===== src/rtl/noc_input_vc_buffer.sv =====
// Per-port input stage: per-VC FIFOs, round-robin VC selection with packet lock, one flit out per cycle.
// Write-to-read latency 1 cycle; ready_o[v] is full-ness only, and a stalled output is held stable until accepted.

module noc_vc_fifo #(
  parameter int WIDTH = 34,
  parameter int DEPTH = 4
) (
  input  logic                       clk,
  input  logic                       arst,
  input  logic                       push,
  input  logic                       pop,
  input  logic [WIDTH-1:0]           wr_dat,
  output logic [WIDTH-1:0]           rd_dat,
  output logic [$clog2(DEPTH):0]     occ
);
  localparam int AW = $clog2(DEPTH);
  localparam int CW = AW + 1;

  logic [WIDTH-1:0] mem [DEPTH];
  logic [AW-1:0]    wr_ptr;
  logic [AW-1:0]    rd_ptr;

  always_ff @(posedge clk or negedge arst) begin
    if (!arst) begin
      wr_ptr <= '0;
      rd_ptr <= '0;
      occ    <= '0;
    end else begin
      if (push) wr_ptr <= wr_ptr + AW'(1);
      if (pop)  rd_ptr <= rd_ptr + AW'(1);
      if (push && !pop)      occ <= occ + CW'(1);
      else if (!push && pop) occ <= occ - CW'(1);
    end
  end

  always_ff @(posedge clk) begin
    if (push) mem[wr_ptr] <= wr_dat;
  end

  assign rd_dat = mem[rd_ptr];
endmodule

module noc_input_vc_buffer #(
  parameter int FLIT_WIDTH = 34,
  parameter int N_VIRT_CHN = 3,
  parameter int VC_W       = 2,
  parameter int BUFF_DEPTH = 4
) (
  input  logic                  clk,
  input  logic                  arst,
  input  logic [FLIT_WIDTH-1:0] flit_i,
  input  logic [VC_W-1:0]       vc_id_i,
  input  logic                  valid_i,
  output logic [N_VIRT_CHN-1:0] ready_o,
  output logic [FLIT_WIDTH-1:0] flit_o,
  output logic [VC_W-1:0]       vc_id_o,
  output logic                  valid_o,
  input  logic                  ready_i,
  output logic                  err_o
);
  localparam int CW = $clog2(BUFF_DEPTH) + 1;
  localparam logic [1:0] T_HEAD = 2'b00;
  localparam logic [1:0] T_TAIL = 2'b10;
  localparam logic [1:0] T_HT   = 2'b11;

  typedef enum logic {IDLE, LOCKED} state_t;

  state_t          state;
  logic [VC_W-1:0] lock_vc;
  logic [VC_W-1:0] rr_ptr;
  logic            hold_vld;
  logic [VC_W-1:0] hold_vc;

  logic [N_VIRT_CHN-1:0] push;
  logic [N_VIRT_CHN-1:0] pop;
  logic [N_VIRT_CHN-1:0] nonempty;
  logic [FLIT_WIDTH-1:0] head [N_VIRT_CHN];
  logic [CW-1:0]         occ  [N_VIRT_CHN];

  logic                  cand_found;
  logic [VC_W-1:0]       cand;
  logic [VC_W-1:0]       sel_vc;
  logic [FLIT_WIDTH-1:0] sel_flit;
  logic                  sel_ne;
  logic [1:0]            sel_type;
  logic                  is_head;
  logic                  out_vld;
  logic                  discard;
  logic                  fire;

  for (genvar v = 0; v < N_VIRT_CHN; v++) begin : g_vc
    assign ready_o[v]  = (occ[v] != CW'(BUFF_DEPTH));
    assign nonempty[v] = (occ[v] != '0);
    assign push[v]     = valid_i && (vc_id_i == VC_W'(v)) && ready_o[v];
    assign pop[v]      = (sel_vc == VC_W'(v)) && (fire || discard);

    noc_vc_fifo #(
      .WIDTH (FLIT_WIDTH),
      .DEPTH (BUFF_DEPTH)
    ) u_fifo (
      .clk    (clk),
      .arst   (arst),
      .push   (push[v]),
      .pop    (pop[v]),
      .wr_dat (flit_i),
      .rd_dat (head[v]),
      .occ    (occ[v])
    );
  end

  // A stalled IDLE grant is pinned so a later write to a higher-priority VC cannot swap the presented flit.
  always_comb begin
    cand_found = 1'b0;
    cand       = '0;
    if (hold_vld) begin
      cand_found = 1'b1;
      cand       = hold_vc;
    end else begin
      for (int v = 0; v < N_VIRT_CHN; v++) begin
        if (!cand_found && nonempty[v] && (VC_W'(v) >= rr_ptr)) begin
          cand_found = 1'b1;
          cand       = VC_W'(v);
        end
      end
      for (int v = 0; v < N_VIRT_CHN; v++) begin
        if (!cand_found && nonempty[v] && (VC_W'(v) < rr_ptr)) begin
          cand_found = 1'b1;
          cand       = VC_W'(v);
        end
      end
    end
  end

  assign sel_vc = (state == LOCKED) ? lock_vc : cand;

  always_comb begin
    sel_flit = '0;
    sel_ne   = 1'b0;
    for (int v = 0; v < N_VIRT_CHN; v++) begin
      if (sel_vc == VC_W'(v)) begin
        sel_flit = head[v];
        sel_ne   = nonempty[v];
      end
    end
  end

  assign sel_type = sel_flit[FLIT_WIDTH-1:FLIT_WIDTH-2];
  assign is_head  = (sel_type == T_HEAD) || (sel_type == T_HT);
  assign out_vld  = (state == LOCKED) ? sel_ne : (cand_found && is_head);
  assign discard  = (state == IDLE) && cand_found && !is_head;
  assign fire     = out_vld && ready_i;

  assign valid_o = out_vld;
  assign err_o   = discard;
  assign flit_o  = out_vld ? sel_flit : '0;
  assign vc_id_o = out_vld ? sel_vc : '0;

  always_ff @(posedge clk or negedge arst) begin
    if (!arst) begin
      state    <= IDLE;
      lock_vc  <= '0;
      rr_ptr   <= '0;
      hold_vld <= 1'b0;
      hold_vc  <= '0;
    end else begin
      hold_vld <= (state == IDLE) && out_vld && !ready_i;
      hold_vc  <= sel_vc;
      case (state)
        IDLE: begin
          if (fire) begin
            rr_ptr <= (sel_vc == VC_W'(N_VIRT_CHN - 1)) ? '0 : sel_vc + VC_W'(1);
            if (sel_type == T_HEAD) begin
              state   <= LOCKED;
              lock_vc <= sel_vc;
            end
          end
        end
        LOCKED: begin
          if (fire && (sel_type == T_TAIL)) state <= IDLE;
        end
        default: state <= IDLE;
      endcase
    end
  end
endmodule

===== config.mk =====
export PLATFORM = sky130hd
export DESIGN_NAME = noc_input_vc_buffer
export DESIGN_NICKNAME = d
export VERILOG_FILES = /design/src/rtl/noc_input_vc_buffer.sv
export SDC_FILE = /design/constraint.sdc
export NUM_CORES = 1
export LEC_CHECK = 0
export ABC_AREA = 1
export CAP_MARGIN = 20
export CORE_MARGIN = 2
export CORE_UTILIZATION = 40
export CTS_BUF_LIST = sky130_fd_sc_hd__clkbuf_8
export CTS_CLUSTER_DIAMETER = 40
export DETAILED_ROUTE_END_ITERATION = 8
export DONT_BUFFER_PORTS = 1
export GPL_TIMING_DRIVEN = 1
export PLACE_DENSITY = 0.53
export SLEW_MARGIN = 10
export SYNTH_ARGS = -nofsm -noshare
export SYNTH_HDL_FRONTEND = slang
export SYNTH_HIERARCHICAL = 1
export SYNTH_SLANG_ARGS = --single-unit

===== constraint.sdc =====
create_clock -name clk -period 6.67 [get_ports clk]
set_clock_uncertainty 0.15 [all_clocks]
set_input_delay 0.667 -clock clk [delete_from_list [all_inputs] [get_ports clk]]
set_output_delay 0.667 -clock clk [all_outputs]
set_load 0.03 [all_outputs]

# Yosys cells after proc, flatten, opt, wreduce, memory -nomap -nowiden
# Memories as Yosys holds them, arrays and structs flattened.
# Cells that the tools add are included.
# classes
n_addsub,13
n_lt_le_gt_ge,6
n_eq_ne,9
n_mux,45
n_bitwise,1
n_reduce_logical,59
# op_table
operator,count
$mux W34,4
$logic_and A1 B1 Y1,33
$mux W1,26
$mux W3,6
$mux W2,8
$add A2 B1 Y2 const B,7
$logic_not A1 Y1,13
$add A3 B1 Y3 const B,3
$ne A3 B3 Y1 const B,3
$reduce_bool A3 Y1,3
$sub A3 B1 Y3 const B,3
$eq A2 B2 Y1 const B,4
$logic_not A2 Y1,3
$reduce_bool A2 Y1,3
$eq A2 B1 Y1 const B,2
$ge A1 B2 Y1 const A,2
$lt A1 B2 Y1 const A,2
$reduce_and A3 Y1,1
$ge A2 B2 Y1 const A,1
$logic_or A1 B1 Y1,2
$lt A2 B2 Y1 const A,1
$pmux W1 S2,1
$reduce_and A2 Y1,1
$not A1 Y1,1
# totals
regBits,29
ram_bits,408
input_bits,40
out_inout_bits,41
elab_cells,150
n_memories,3
# memory_table
name,words,word_bits,rd,rd_ports_with_merged_regs,write_ports,line,rtl
g_vc[0].u_fifo.mem,4,34,1,0,1,19,logic [WIDTH-1:0] mem [DEPTH];
g_vc[1].u_fifo.mem,4,34,1,0,1,19,
g_vc[2].u_fifo.mem,4,34,1,0,1,19,

# Logic depth before layout (Yosys ltp)
# logic_depth
depth_word,44
ltp_mapped,29

# Cells and area by module
# The synthesis kept the hierarchy.
# by_module_without_submodules
mod,instances,cells_per_inst,area_each_um2
noc_vc_fifo,3,442,5763.0
noc_input_vc_buffer,1,293,1650.3

# Worst setup path before layout
# OpenSTA, ideal clock, no wires.
# synth_timing
kind,register to register
startpoint,register g_vc[1].u_fifo.occ[1]
endpoint,register g_vc[1].u_fifo.occ[1]
setup_ns,0.117
t_arrival_ns,3.658
t_required_ns,6.403
path_slack_ns,2.745
path_stages_with_launch,25
period_less_slack_ns,3.925
path_cell_list,dfrtp_1 nor2_2 nand2_2 nand2_1 nand2_2 nor2_4 nand3_1 nand2_1 nand2_1 nand2_2 buf_6 nand2_8 or2_2 nand3_2 inv_1 ha_1 nor2_1 inv_1 a21oi_1 inv_1 ha_1 inv_1 fa_1 nand2_1 nand2_1
# synth_via
word_cells_on_any_way,63
classes_between,2 x add/sub; 4 x eq/ne; 26 x mux; 31 x reduce/logical
# synth_lines
element,line,rtl
from (decl),14,output logic [$clog2(DEPTH):0] occ
from (signal assigned),31,if (push && !pop) occ <= occ + CW'(1);
from (signal assigned),32,else if (!push && pop) occ <= occ - CW'(1);
$reduce_bool A3 Y1 *,93,assign nonempty[v] = (occ[v] != '0);
$logic_and A1 B1 Y1 (2 in series),120,if (!cand_found && nonempty[v] && (VC_W'(v) >= rr_ptr)) begin
$mux W1,120,
$mux W1,115,if (hold_vld) begin
$logic_not A1 Y1,120,
$logic_and A1 B1 Y1 (2 in series),120,
$mux W1,120,
$mux W1,115,
(+16 left out),n/a,
via sel_vc[1],82,logic [VC_W-1:0] sel_vc;
(+7 left out),n/a,
$logic_and A1 B1 Y1 *,150,assign discard = (state == IDLE) && cand_found && !is_head;
via err_o,59,output logic err_o
$logic_or A1 B1 Y1 *,95,assign pop[v] = (sel_vc == VC_W'(v)) && (fire || discard);
$logic_and A1 B1 Y1 *,95,
via pop[1],75,logic [N_VIRT_CHN-1:0] pop;
$logic_not A1 Y1,31,
$logic_and A1 B1 Y1,31,
$mux W3 / $reduce_bool A2 Y1 (equally long branches),n/a,
# Mark *: on every way through the listed nets, which the timed path passes. The rest lies on a longest branch. The select of a mux whose other input is x is not followed.
# A chain may end at the register's enable or synchronous reset.

# Final worst setup path
# layout_timing
startpoint,register g_vc[0].u_fifo.occ[0]
endpoint,output port flit_o[32]
# layout_via
elab_chain_cells,39
word_cells_on_any_way,51
classes_between,3 x eq/ne; 27 x mux; 21 x reduce/logical
# layout_rtl
element,line,rtl
from (decl),14,
from (signal assigned),31,
from (signal assigned),32,
$reduce_bool A3 Y1 *,93,
$logic_and A1 B1 Y1,120,
$mux W1,120,
$mux W1,115,
$logic_not A1 Y1,120,
$logic_and A1 B1 Y1 (2 in series),120,
$mux W1,120,
$mux W1,115,
(+21 left out),n/a,
$logic_not A2 Y1,140,if (sel_vc == VC_W'(v)) begin
$mux W34 (3 in series),140,
$eq A2 B2 Y1 / $logic_not A2 Y1 (equally long branches),148,assign is_head = (sel_type == T_HEAD) || (sel_type == T_HT);
$logic_or A1 B1 Y1,148,
$logic_and A1 B1 Y1,149,assign out_vld = (state == LOCKED) ? sel_ne : (cand_found && is_head);
$mux W1 *,149,
via valid_o,57,"output logic valid_o,"
$mux W34 *,155,assign flit_o = out_vld ? sel_flit : '0;
to (decl),55,"output logic [FLIT_WIDTH-1:0] flit_o,"
# Marked as above.

==> impl_metrics.toml <==
[run_status]
status = "complete, but fails checks"
failed_checks = "design-rule violations"

[layout]
drive_gt1_share_pct = 10.9
nets = 1731
antenna_cells = 0
syn2layout_area_growth_pct = 12.0
layout_common_cells = "nand2_1 (446), edfxtp_1 (408), inv_1 (269)"
fin_cells = 2329
final_util_pct = 45.5
layout_commonest_cell = "nand2_1"
finish.instance_area_sq_um = 21200

[logic_synthesis]
ys_ff_latch = 437
seq_area_frac_synth_pct = 68.5
mappedNetlistArea_sq_um = 18900
synth_xor_area_share_pct = 0.555
syn-instance-count = 1619
synthAdderAreaFrac_pct = 1.44
ys_types = 34
ys_warn_count = 6
syn_avg_cell_area_sq_um = 11.7
synth_mux_area_share_pct = 0
synth_simple_gate_area_share_pct = 12.1
synth_top_family_by_area = "simple AND/OR/NAND/NOR gates"
synth_compound_area_share_pct = 9.43
synthesis.nets = 1679

[timing]
slew_headroom_pct = 28.4
whs_ns = 0.0932
slew_violations = 0
setup_slack_ns = 1.59
setup_viol = 0
clock.fmax_mhz = 197
tightest_slew_ns = 1.07
fin_crit_ns = 5.08
hold_viol_final = 0
finalCritPeriodShare_pct = 76.1
setup_tns_ns = 0
rsz0062_at_grt = "false"

[clocking]
cts-root-buf = "clkbuf_8"
insertion_delay_ns = 0.62
cts.repair.resized = 0
postCtsSetupBuffers = 0
clockBufferDepth = 3
tritoncts = "done"
clk_transition_reported_paths_ns = 0.06
cts-buffers-inserted = 82
ctsHoldBuffers = 37
htree_levels = 3
cts_sinks = 437

[power_and_ir_drop]
power_per_cell_area_nw_per_um2 = 500
p_sw_mw = 4.91
finalPower_mw = 10.6
p_sw_share_pct = 46.3
clockPowerShare_pct = 22.5
power.internal_mw = 5.69
power_frac_seq_pct = 33.4
leakage_nw = 8.43
irDropWorstVdd_mv = 0.682
p_comb_share_pct = 44.1

[worst_setup_path]
cp-start-kind = "register"
endpoint_kind = "output pin"
rr_worst_depth = 24
critPathRequiredTime_ns = 5.85
r2r_slack_ns = 1.75
startpoint = "g_vc[0].u_fifo/occ[0]"
critPathArrivalTime_ns = 4.26
reg2reg_from = "g_vc[0].u_fifo/occ[0]"
path_max_fanout = 36
crit_type = "register to output pin"
timing.rr.end = "g_vc[2].u_fifo/occ[1]"

[grt]
grt_pass1_wl_um = 67300
antenna_found_initial = 2
grtUsageTotal_pct = 18.1
grt_max_degree = 81
grt_pass1_vias = 11239
grt.overflow.total = 0

[placed_design]
gp_congestion = 0.807
place_area_sq_um = 19300
place_hpwl_um = 23200
io_buffers = 0
dp_slack_ns = 1.75
place_inst = 2155

[floorplan]
initial_core_util_pct = 40.6
pin_count = 81
core_sq_um = 46700
die_w_um = 222
dieArea_sq_um = 49100
row_count = 79
die_h_um = 222

[routing]
drc = 6
drt_iter0_drc = 895
routed_wl_um = 43600
wire_per_inst_um = 18.7
vias = 11417
viasPerCell = 4.90
drtPass1Iterations = 7
ant_nets = 0

[hold_path]
holdPathStages = 3
hold-path-endpoint = "state"
hold_start = "ready_i"
hp-class = "primary input to register"

[run]
cap_viol_max_count = 0
## per-layer routing
metal / GRT usage (%) / wire (um) / up-vias
li1: - / - / 5607
met1: 23.6 / 19600 / 5490
met2: 30.1 / 20700 / 248
met3: 4.52 / 2530 / 68
met4: 5.08 / 785 / 4
met5: 0 / 25 / -
## cells by family after synthesis
family | after synthesis
AND/OR/NAND/NOR | 550
buffers and inverters | 346
adder cells (fa/ha/maj) | 20
flip-flops | 437
AO/OA/AOI/OAI | 254
XOR/XNOR | 12
## synth_stat cells
cell / instances / area share, %
a21oi_1: 30 / 0.79
buf_1: 2 / 0.040
buf_12: 3 / 0.32
buf_2: 51 / 1.3
buf_4: 21 / 0.83
buf_6: 2 / 0.12
clkbuf_1: 6 / 0.12
dfrtp_1: 29 / 3.8
edfxtp_1: 408 / 65
fa_1: 3 / 0.32
ha_1: 17 / 1.1
inv_1: 255 / 5.1
inv_2: 4 / 0.079
inv_4: 1 / 0.033
inv_8: 1 / 0.059
nand2_1: 446 / 8.8
nand2_2: 5 / 0.17
nand2_4: 1 / 0.059
nand2_8: 1 / 0.11
nand3_1: 36 / 0.95
nand3_2: 2 / 0.11
nand3b_1: 1 / 0.040
nand4_1: 4 / 0.13
nor2_1: 14 / 0.28
nor2_2: 34 / 1.1
nor2_4: 2 / 0.12
nor3b_1: 1 / 0.040
o211ai_1: 204 / 8.1
o21ai_0: 15 / 0.40
o21ai_1: 4 / 0.11
o221ai_1: 1 / 0.046
or2_2: 3 / 0.099
xnor2_1: 3 / 0.14
xor2_1: 9 / 0.42
## state kept, by name (all words and copies together), names as in the netlist
register	flops
g_vc.u_fifo/mem	408
g_vc.u_fifo/occ	9
g_vc.u_fifo/rd_ptr	6
g_vc.u_fifo/wr_ptr	6
hold_vc	2
hold_vld	1
lock_vc	2
rr_ptr	2
state	1
## worst max path at each step
stage / end / slack [ns]
3_5_place_dp: g_vc[0].u_fifo/occ[1] / 1.75
2_1_floorplan: g_vc[1].u_fifo/occ[1] / 2.74
3_3_place_gp: g_vc[0].u_fifo/occ[1] / 1.93
5_1_grt: flit_o[32] / 1.17
4_1_cts: flit_o[32] / 1.50
6_report: flit_o[32] / 1.59
## power groups by stage
stage	Sequential [mW]	Clock, mW	Combinational (mW)
floorplan	3.38	0	4.02
global placement	3.59	0	4.68
detailed placement	3.59	0	4.73
CTS	3.54	2.47	4.80
global route	3.58	2.59	5.20
finish	3.54	2.39	4.68
## layout make-up
| type | instances | area [sq um] |
|---|---|---|
| repair buffers | 53 | 538 |
| flip-flops and latches | 437 | 13000 |
| multi-input cells | 836 | 4450 |
| clock inverters | 50 | 319 |
| clock buffers | 85 | 1170 |
| inverters | 261 | 990 |
| fillers | 4279 | 25400 |
| well taps | 607 | 759 |
## critical path: stages (launching register included)
cell,delay (ns)
dfrtp_1,0.43
nor2_2,0.06
nand2_1,0.09
nand2_1,0.09
nand2_2,0.10
nor2_1,0.04
nor2_1,0.08
nand2_1,0.06
nand2_1,0.07
nand2_2,0.26
inv_2,0.13
buf_4,0.42
nand2_1,0.10
nand2_1,0.09
o221ai_1,0.19
ha_1,0.36
nand3_1,0.15
nand2_4,0.21
inv_8,0.16
nor2_1,0.53
Note: power is estimated with default switching activity, not from simulation.
